`src/rtl/config_loader_if.sv`:
```
// config_loader_if
//   Bitstream stream and configuration-bus bundle between the bitstream source
//   and the config_loader.
//   master: bitstream source   -> drives start, data_in, data_valid
//   slave : config_loader      -> drives data_ready, config_out, config_done,
//                                 error, grid_nreset
//   start        pulse, begin a new load
//   data_in      one bitstream word
//   data_valid   data_in is valid
//   data_ready   loader accepts data_in this cycle
//   config_out   assembled configuration bus to the grid
//   config_done  full bitstream loaded and accepted
//   error        CRC mismatch on the last load
//   grid_nreset  active-low grid reset, released only once loading is done
interface config_loader_if #(
   parameter int WORD_WIDTH   = 32,
   parameter int CONFIG_WIDTH = 1314
);
   logic                    start;
   logic [WORD_WIDTH-1:0]   data_in;
   logic                    data_valid;
   logic                    data_ready;
   logic [CONFIG_WIDTH-1:0] config_out;
   logic                    config_done;
   logic                    error;
   logic                    grid_nreset;

   modport master (
      output start, data_in, data_valid,
      input  data_ready, config_out, config_done, error, grid_nreset
   );

   modport slave (
      input  start, data_in, data_valid,
      output data_ready, config_out, config_done, error, grid_nreset
   );
endinterface

```
`src/rtl/config_loader.sv`:
```
// config_loader
//   Receives the grid configuration bitstream as WORD_WIDTH words over a
//   valid/ready handshake and assembles it into the parallel config bus. The
//   grid is held in reset until a complete bitstream has been loaded.
//   Optional feature macro: CONFIG_LOADER_CRC_EN
//     defined   -> CRC-16-CCITT (0x1021, init 0xFFFF, MSB-first) over all data
//                  words; one trailing word carries the CRC in bits [15:0].
//     undefined -> no CRC check, error is tied low.
// Ports
//   clock   rising-edge clock
//   nreset  asynchronous active-low reset
//   bus     config_loader_if.slave (stream in, config bus and status out)
//
// state | meaning
// IDLE  | waiting for start, grid held in reset
// LOAD  | accepting data words into the shift register
// CHECK | accepting the trailing CRC word (CRC build only)
// DONE  | bitstream complete, grid released one cycle after entry
// ERROR | CRC mismatch, grid held in reset (CRC build only)
module config_loader #(
   parameter int CONFIG_WIDTH = 1314,
   parameter int WORD_WIDTH   = 32
) (
   input  logic           clock,
   input  logic           nreset,
   config_loader_if.slave bus
);
   localparam int NUM_WORDS   = (CONFIG_WIDTH + WORD_WIDTH - 1) / WORD_WIDTH;
   localparam int TOTAL_WIDTH = NUM_WORDS * WORD_WIDTH;
   localparam int CNT_W       = $clog2(NUM_WORDS);
   localparam logic [CNT_W-1:0] LAST_CNT = CNT_W'(NUM_WORDS - 1);

`ifdef CONFIG_LOADER_CRC_EN
   typedef enum logic [2:0] {IDLE, LOAD, CHECK, DONE, ERROR} state_t;
`else
   typedef enum logic [2:0] {IDLE, LOAD, DONE} state_t;
`endif

   state_t                 state;
   state_t                 next_state;
   logic [TOTAL_WIDTH-1:0] shift_reg;
   logic [CNT_W-1:0]       word_cnt;
   logic                   grid_nreset_q;
   logic                   load_accept;
   logic                   last_word;

   // start wins over any handshake in the same cycle: that word is dropped.
   assign load_accept = bus.data_valid && (state == LOAD) && !bus.start;
   assign last_word   = (word_cnt == LAST_CNT);

`ifdef CONFIG_LOADER_CRC_EN
   logic        check_accept;
   logic        crc_match;
   logic [15:0] crc_q;

   function automatic logic [15:0] crc16_word(input logic [15:0] crc_in,
                                              input logic [WORD_WIDTH-1:0] word);
      logic [15:0] crc;
      crc = crc_in;
      for (int i = WORD_WIDTH - 1; i >= 0; i--) begin
         if (crc[15] ^ word[i]) crc = {crc[14:0], 1'b0} ^ 16'h1021;
         else                   crc = {crc[14:0], 1'b0};
      end
      return crc;
   endfunction

   assign check_accept = bus.data_valid && (state == CHECK) && !bus.start;
   assign crc_match    = (bus.data_in[15:0] == crc_q);

   always_ff @(posedge clock or negedge nreset) begin
      if (!nreset)          crc_q <= 16'hFFFF;
      else if (bus.start)   crc_q <= 16'hFFFF;
      else if (load_accept) crc_q <= crc16_word(crc_q, bus.data_in);
   end

   assign bus.error      = (state == ERROR);
   assign bus.data_ready = (state == LOAD) || (state == CHECK);
`else
   assign bus.error      = 1'b0;
   assign bus.data_ready = (state == LOAD);
`endif

   always_ff @(posedge clock or negedge nreset) begin
      if (!nreset) state <= IDLE;
      else         state <= next_state;
   end

   always_comb begin
      next_state = state;
      if (bus.start) begin
         next_state = LOAD;
      end else begin
         case (state)
            IDLE: next_state = IDLE;
            LOAD: begin
               if (load_accept && last_word) begin
`ifdef CONFIG_LOADER_CRC_EN
                  next_state = CHECK;
`else
                  next_state = DONE;
`endif
               end
            end
`ifdef CONFIG_LOADER_CRC_EN
            CHECK: begin
               if (check_accept) next_state = crc_match ? DONE : ERROR;
            end
            ERROR: next_state = ERROR;
`endif
            DONE:    next_state = DONE;
            default: next_state = IDLE;
         endcase
      end
   end

   // Words enter at the top and shift right, so word k ends at bits
   // [k*WORD_WIDTH +: WORD_WIDTH] once all NUM_WORDS have arrived.
   always_ff @(posedge clock or negedge nreset) begin
      if (!nreset) begin
         shift_reg <= '0;
         word_cnt  <= '0;
      end else if (bus.start) begin
         shift_reg <= '0;
         word_cnt  <= '0;
      end else if (load_accept) begin
         shift_reg <= {bus.data_in, shift_reg[TOTAL_WIDTH-1:WORD_WIDTH]};
         word_cnt  <= last_word ? '0 : word_cnt + 1'b1;
      end
   end

   // Grid reset release lags DONE entry by one cycle and drops with start.
   always_ff @(posedge clock or negedge nreset) begin
      if (!nreset) grid_nreset_q <= 1'b0;
      else         grid_nreset_q <= (state == DONE) && !bus.start;
   end

   assign bus.config_out  = shift_reg[CONFIG_WIDTH-1:0];
   assign bus.config_done = (state == DONE);
   assign bus.grid_nreset = grid_nreset_q;

   // Padding bits of the last word are never exported to the grid.
   generate
      if (TOTAL_WIDTH > CONFIG_WIDTH) begin : g_pad
         logic unused_pad;
         assign unused_pad = ^shift_reg[TOTAL_WIDTH-1:CONFIG_WIDTH];
      end
   endgenerate
endmodule

```
`src/flat_wrapper.sv`:
```
// flat-port wrapper written by rule: the top's interface ports become plain ports
module config_loader_flat 
#(
   parameter int CONFIG_WIDTH = 1314,
   parameter int WORD_WIDTH   = 32
)
  (clock, nreset, bus_start, bus_data_in, bus_data_valid, bus_data_ready, bus_config_out, bus_config_done, bus_error, bus_grid_nreset);
  config_loader_if #(.WORD_WIDTH(WORD_WIDTH), .CONFIG_WIDTH(CONFIG_WIDTH)) bus_i ();
  input  logic clock;
  input  logic nreset;
  input wire logic [$bits(bus_i.start)-1:0] bus_start;
  input wire logic [$bits(bus_i.data_in)-1:0] bus_data_in;
  input wire logic [$bits(bus_i.data_valid)-1:0] bus_data_valid;
  output wire logic [$bits(bus_i.data_ready)-1:0] bus_data_ready;
  output wire logic [$bits(bus_i.config_out)-1:0] bus_config_out;
  output wire logic [$bits(bus_i.config_done)-1:0] bus_config_done;
  output wire logic [$bits(bus_i.error)-1:0] bus_error;
  output wire logic [$bits(bus_i.grid_nreset)-1:0] bus_grid_nreset;
  assign bus_i.start = bus_start;
  assign bus_i.data_in = bus_data_in;
  assign bus_i.data_valid = bus_data_valid;
  assign bus_data_ready = bus_i.data_ready;
  assign bus_config_out = bus_i.config_out;
  assign bus_config_done = bus_i.config_done;
  assign bus_error = bus_i.error;
  assign bus_grid_nreset = bus_i.grid_nreset;
  config_loader #(.CONFIG_WIDTH(CONFIG_WIDTH), .WORD_WIDTH(WORD_WIDTH)) u_core (.clock(clock), .nreset(nreset), .bus(bus_i));
endmodule
```
`config.mk`:
```
export PLATFORM = sky130hd
export DESIGN_NAME = config_loader_flat
export DESIGN_NICKNAME = d
export VERILOG_FILES = /design/src/rtl/config_loader_if.sv /design/src/rtl/config_loader.sv /design/src/flat_wrapper.sv
export SDC_FILE = /design/constraint.sdc
export NUM_CORES = 1
export LEC_CHECK = 0
export CORE_AREA = 2 2 529 531
export DETAILED_ROUTE_END_ITERATION = 16
export DIE_AREA = 0 0 531 533
export PLACE_DENSITY = 0.49
export RECOVER_POWER = 50
export SLEW_MARGIN = 10
export SYNTH_ARGS = -nofsm -noshare
export SYNTH_HDL_FRONTEND = slang
export SYNTH_SLANG_ARGS = --single-unit
```
`constraint.sdc`:
```
create_clock -name clock -period 1.7 [get_ports clock]
set_clock_uncertainty 0.2 [all_clocks]
set_input_delay 0.34 -clock clock [delete_from_list [all_inputs] [get_ports clock]]
set_output_delay 0.34 -clock clock [all_outputs]
set_load 0.005 [all_outputs]
```
**Yosys cells after proc, flatten, opt, wreduce, memory -nomap -nowiden**

Index checks and enable logic that the tools add are counted.

- Register bits after elaboration: 1354
- Logic and storage cells: 23

- $add $sub $neg: 1
- Eq/ne operators: 4
- Mux-type cells: 8
- Reductions and logical operators: 6

Operators with widths:

| cell | count |
|---|---|
| $mux 1344 | 2 |
| $mux 6 | 3 |
| $add 6x1->6 const B | 1 |
| $eq 6x6->1 const B | 1 |
| $mux 3 | 2 |
| $pmux 3 s2 | 1 |
| $logic_and 1x1->1 | 4 |
| $eq 3x1->1 const B | 1 |
| $eq 3x2->1 const B | 1 |
| $ne 3x2->1 const B | 1 |
| $reduce_bool 2->1 | 1 |
| $logic_not 1->1 | 1 |

**Depth between registers and ports, before layout**

Gate-level depths: netlist (run 1).

- Depth after elaboration: 7
- Depth in mapped cells: 8
- Depth with buffers taken out: 5

**Worst setup path before layout (run 1)**

OpenSTA, ideal clock, no wires.

- Path kind: reg-to-reg
- From: register u_core.state[1]
- To: register u_core.shift_reg[1282]
- Arrival time: 1.505 ns
- Data required time: 1.379 ns
- Setup slack: -0.126 ns
- Stages on the path, launching flop included: 8
- Buffers on the path: 3
- Cells stage by stage: dfrtp_1 > inv_1 > ha_1 > a21oi_4 > buf_4 > buf_6 > buf_2 > a22o_1

- Cells in the longest elaborated chain, start to end: 4

RTL lines:

| what | RTL line | RTL |
|---|---|---|
| start: declaration | config_loader.sv:39 | `state_t state;` |
| start signal: assignment | config_loader.sv:85 | `else state <= next_state;` |
| $eq 3x1->1 | -- |  |
| net bus_data_ready | flat_wrapper.sv:14 | `output wire logic [$bits(bus_i.data_ready)-1:0] bus_data_ready;` |
| $logic_and 1x1->1 (2 in series) | config_loader.sv:48 | `assign load_accept = bus.data_valid && (state == LOAD) && !bus.start;` |
| $reduce_bool 2->1 (no source line) | -- |  |
| end signal: assignment | config_loader.sv:126 | `shift_reg <= {bus.data_in, shift_reg[TOTAL_WIDTH-1:WORD_WIDTH]};` |
| end: declaration | config_loader.sv:41 | `logic [TOTAL_WIDTH-1:0] shift_reg;` |

The timed path passes the listed nets, and every way through them passes these cells.
A chain may end at the register's enable or synchronous reset.

**Final worst setup path (run 1)**

- From: register u_core.state[0]
- To: register u_core.shift_reg[491]

- Cells in the longest elaborated chain, start to end: 4

RTL lines:

| what | RTL line |
|---|---|
| $eq 3x1->1 | config_loader.sv:48 |
| $logic_and 1x1->1 (2 in series) | config_loader.sv:48 |
| $reduce_bool 2->1 (no source line) | -- |

No other way between the ends.

==> results of run 1 <==
## cell type report
cell class              count  area share (%)
flip-flops and latches   1353            41.8
well taps                3724            5.74
clock inverters            40           0.626
diodes                      3         0.00925
inverters                   4          0.0185
multi-input cells        1383            14.9
clock buffers             232            5.71
repair buffers           2837            31.2
## cell families after synthesis
kind of cell | Yosys count | share of synthesized area (%)
xor gates and xnor gates | 2 | 0.0304
and+or+nand+nor | 19 | 0.185
AOI/OAI and AO/OA | 1357 | 20.6
buffers and inverters | 1617 | 20.3
DFF | 1353 | 58.8
other | 1 | 0.00651
adders and majority gates | 4 | 0.0869
## critical path, cell delays in order, from the launching register on
cell	delay, ns
dfrtp_1	0.40
ha_4	0.18
buf_6	0.13
nand2_4	0.07
nor2_4	0.05
buf_6	0.13
buf_16	0.15
buf_12	0.15
clkbuf_16	0.17
clkbuf_16	0.17
a22o_1	0.18
## repair_timing
action / 4_1_cts / 5_1_grt
gates resized for setup: 3840 / 138
cloned: 0 / 60
hold endpoints to repair: 1385 / 0
pin swaps: 1 / 129
hold buffers: 34 / 0
setup buffers: 754 / 40
endpoints found under the setup margin: 2662 / 2667
## layout by cell type (no fill, tap or decap), types with 2 or more instances in the layout
master           instances
bufinv_16                8
nand2_1                  7
o21ai_1                  4
clkbuf_8                33
inv_1                    3
buf_16                  18
clkinv_2                18
dfrtp_1               1258
clkbuf_1                38
clkbuf_2                27
clkdlybuf4s15_1         54
buf_12                 111
nor2b_1                  2
ha_1                     2
dfrtp_2                 95
buf_6                  352
ha_4                     2
buf_2                  322
clkinv_8                 2
diode_2                  3
nand3_1                  5
dlygate4sd3_1           34
buf_8                   13
xor2_1                   2
a22o_1                1343
buf_4                 1275
clkbuf_4                 3
dlygate4sd2_1          549
clkinvlp_4               5
clkdlybuf4s50_1         37
inv_6                    3
inv_16                   2
clkbuf_16              203
## power by group through the flow
stage	clock [mW]	sequential, mW	combinational, mW
4_1_cts	35.2	32.5	6.07
5_1_grt	36.6	32.5	8.29
3_5_place_dp	0	33.1	5.92
2_1_floorplan	0	33.1	3.17
3_3_place_gp	0	33.1	5.87
6_report	34.4	32.5	7.80
## final timing paths
check / from / to / slack (ns) / cells after the start
min in group asynchronous: nreset / u_core.shift_reg[371] / 0.70 / 3
max in group asynchronous: nreset / u_core.shift_reg[737] / -0.36 / 4
setup / recovery: u_core.state[0] / u_core.shift_reg[491] / -0.51 / 10
setup reg to reg: u_core.state[0] / u_core.shift_reg[491] / -0.51 / 10
hold reg to reg: u_core.shift_reg[1340] / u_core.shift_reg[1308] / 0.29 / 1
hold / removal: bus_start / u_core.bus.grid_nreset / 0.26 / 3
## per-layer routing
metal | GRT usage [%] | vias to the layer above
li1 | - | 17300
met1 | 19.1 | 21400
met2 | 26.6 | 1593
met3 | 4.70 | 340
met4 | 5.88 | 0
met5 | 0 | -
## synthesized netlist by cell type
library cell	number
buf_4	1363
dfrtp_1	1353
a22o_1	1344
buf_2	210
buf_6	29
clkbuf_1	10
nand2_1	8
nand3_1	5
ha_1	4
inv_1	4
o21ai_1	4
nor2b_1	2
xor2_1	2
a211o_1	1
a21o_1	1
a21oi_1	1
a21oi_4	1
a221oi_1	1
a31o_2	1
and4bb_1	1
buf_8	1
conb_1	1
nand3b_1	1
nor2_4	1
o211ai_1	1
o21ai_0	1
o21bai_1	1
or4_1	1
## stage by stage
step | instance area, um2 | setup TNS [ns] | total power [mW] | std cells | setup WS [ns]
finish | 81200 | -961.91 | 74.7 | 9576 | -0.507
global route | 81200 | -1168.98 | 77.4 | 9574 | -0.596
CTS | 79400 | -975.46 | 73.7 | 9474 | -0.581
detailed placement | 70000 | -843.06 | 39.0 | 8414 | -0.719
global placement | 70000 | -842.67 | 38.9 | 8414 | -0.717
floorplan | 57600 | -0.173 | 36.2 | 4353 | -0.000249
==> results.sh, run 1 <==
export IMPL_outcome="finished, violations left"
export IMPL_violations="negative setup slack"
export IMPL_top_layer="met4"
export IMPL_critical_path_max_fanout=7
export IMPL_h_tree_depth=4
export IMPL_multi_input_area_um2=12100
export IMPL_crit_arrival_ns=2.64
export IMPL_routed_wl_um=243000
export IMPL_min_period_ns=2.21
export IMPL_syn_inst=4353
export IMPL_io_pins=1354
export IMPL_powerDensity_nw_per_um2=920
export IMPL_crit_path_end_kind="register"
export IMPL_ys_seq_area_share_pct=58.8
export IMPL_gp_congestion=0.858
export IMPL_die_y_um=533
export IMPL_cts_tree="yes"
export IMPL_whs_ns=0.263
export IMPL_synthTopCellsByArea="dfrtp_1 59%, a22o_1 20%, buf_4 18%, buf_2 1.8%, buf_6 0.57%"
export IMPL_insertion_delay_ns=0.80
export IMPL_clk_pin_slew_worst_paths_ns=0.06
export IMPL_wl_met3_um=19500
export IMPL_crit_required_ns=2.13
export IMPL_critPathKind="reg -> reg"
export IMPL_synth_top_area_share_pct=58.8
export IMPL_avgRoutedWirePerCell_um=25.4
export IMPL_finalSetupViolCount=3327
export IMPL_tightestPinTransition_ns=1.08
export IMPL_final_core_util_pct=29.2
export IMPL_peakVddDrop_v=0.000706
export IMPL_cts_buffers=158
export IMPL_area_sequential_um2=34000
export IMPL_vias=40700
export IMPL_relSlewSlack_pct=27.7
export IMPL_die_area_um2=283000
export IMPL_gr_total_overflow=0
export IMPL_antenna_found_initial=9
export IMPL_first_global_vias=41800
export IMPL_post_route_drc_count=0
export IMPL_wl_met1_um=96500
export IMPL_internal_power_mw=55.5
export IMPL_fmax_ghz=0.453
export IMPL_seqPwrFrac_pct=43.5
export IMPL_ys_seq_elements=1353
export IMPL_syn_nets=4393
export IMPL_drt_iter0_drc=2699
export IMPL_p_switching_mw=19.2
export IMPL_num_rows=194
export IMPL_swShare_pct=25.7
export IMPL_hp_class="in -> reg"
export IMPL_grtUsageTotal_pct=15.9
export IMPL_drive_gt1_share_pct=42.7
export IMPL_drtAntennaViolNets=0
export IMPL_wl_met2_um=118000
export IMPL_netlist_area_um2=57600
export IMPL_die_w_um=531
export IMPL_dpl_hpwl_um=170000
export IMPL_largest_reg_flops=1344
export IMPL_hold_viol=0
export IMPL_firstDrtPassIters=5
export IMPL_fin_ws_ns=-0.507
export IMPL_ys_types=28
export IMPL_p_leak_nw=43.3
export IMPL_clk_path_buf_depth=4
export IMPL_cts_sinks=1353
export IMPL_p_clk_share_pct=46.1
export IMPL_core_area_um2=278000
export IMPL_nFillCells=28500
export IMPL_root_buffer="clkbuf_16"
export IMPL_initial_core_util_pct=20.7
export IMPL_avgSynthCellArea_um2=13.2
export IMPL_viasPerCell=4.25
export IMPL_grt_max_degree=104
export IMPL_rsz0062_at_grt="true"
export IMPL_cp_start_kind="register"
export IMPL_grt_first_pass_wirelength_um=327000
export IMPL_p_comb_share_pct=10.4
export IMPL_yosysTopAreaCell="dfrtp_1"
export IMPL_synth_warnings=0
export IMPL_fin_crit_sh_pct=130
export IMPL_area_growth_pct=41.0
export IMPL_final_nets=5777
export IMPL_report_final_slew_viol_count=0
export IMPL_port_buffers=1352
export IMPL_cap_violations=0
Note: power is estimated with default switching activity, not from simulation.
==> run 2, diff against run 1 <==
--- a/config.mk
+++ b/config.mk
@@ -5,6 +5,7 @@
 export SDC_FILE = /design/constraint.sdc
 export NUM_CORES = 1
 export LEC_CHECK = 0
+export CAP_MARGIN = 30
 export CORE_AREA = 2 2 529 531
 export DETAILED_ROUTE_END_ITERATION = 16
 export DIE_AREA = 0 0 531 533
==> results of run 2 <==
Final layout, timing and power as in run 1 (identical DEF).
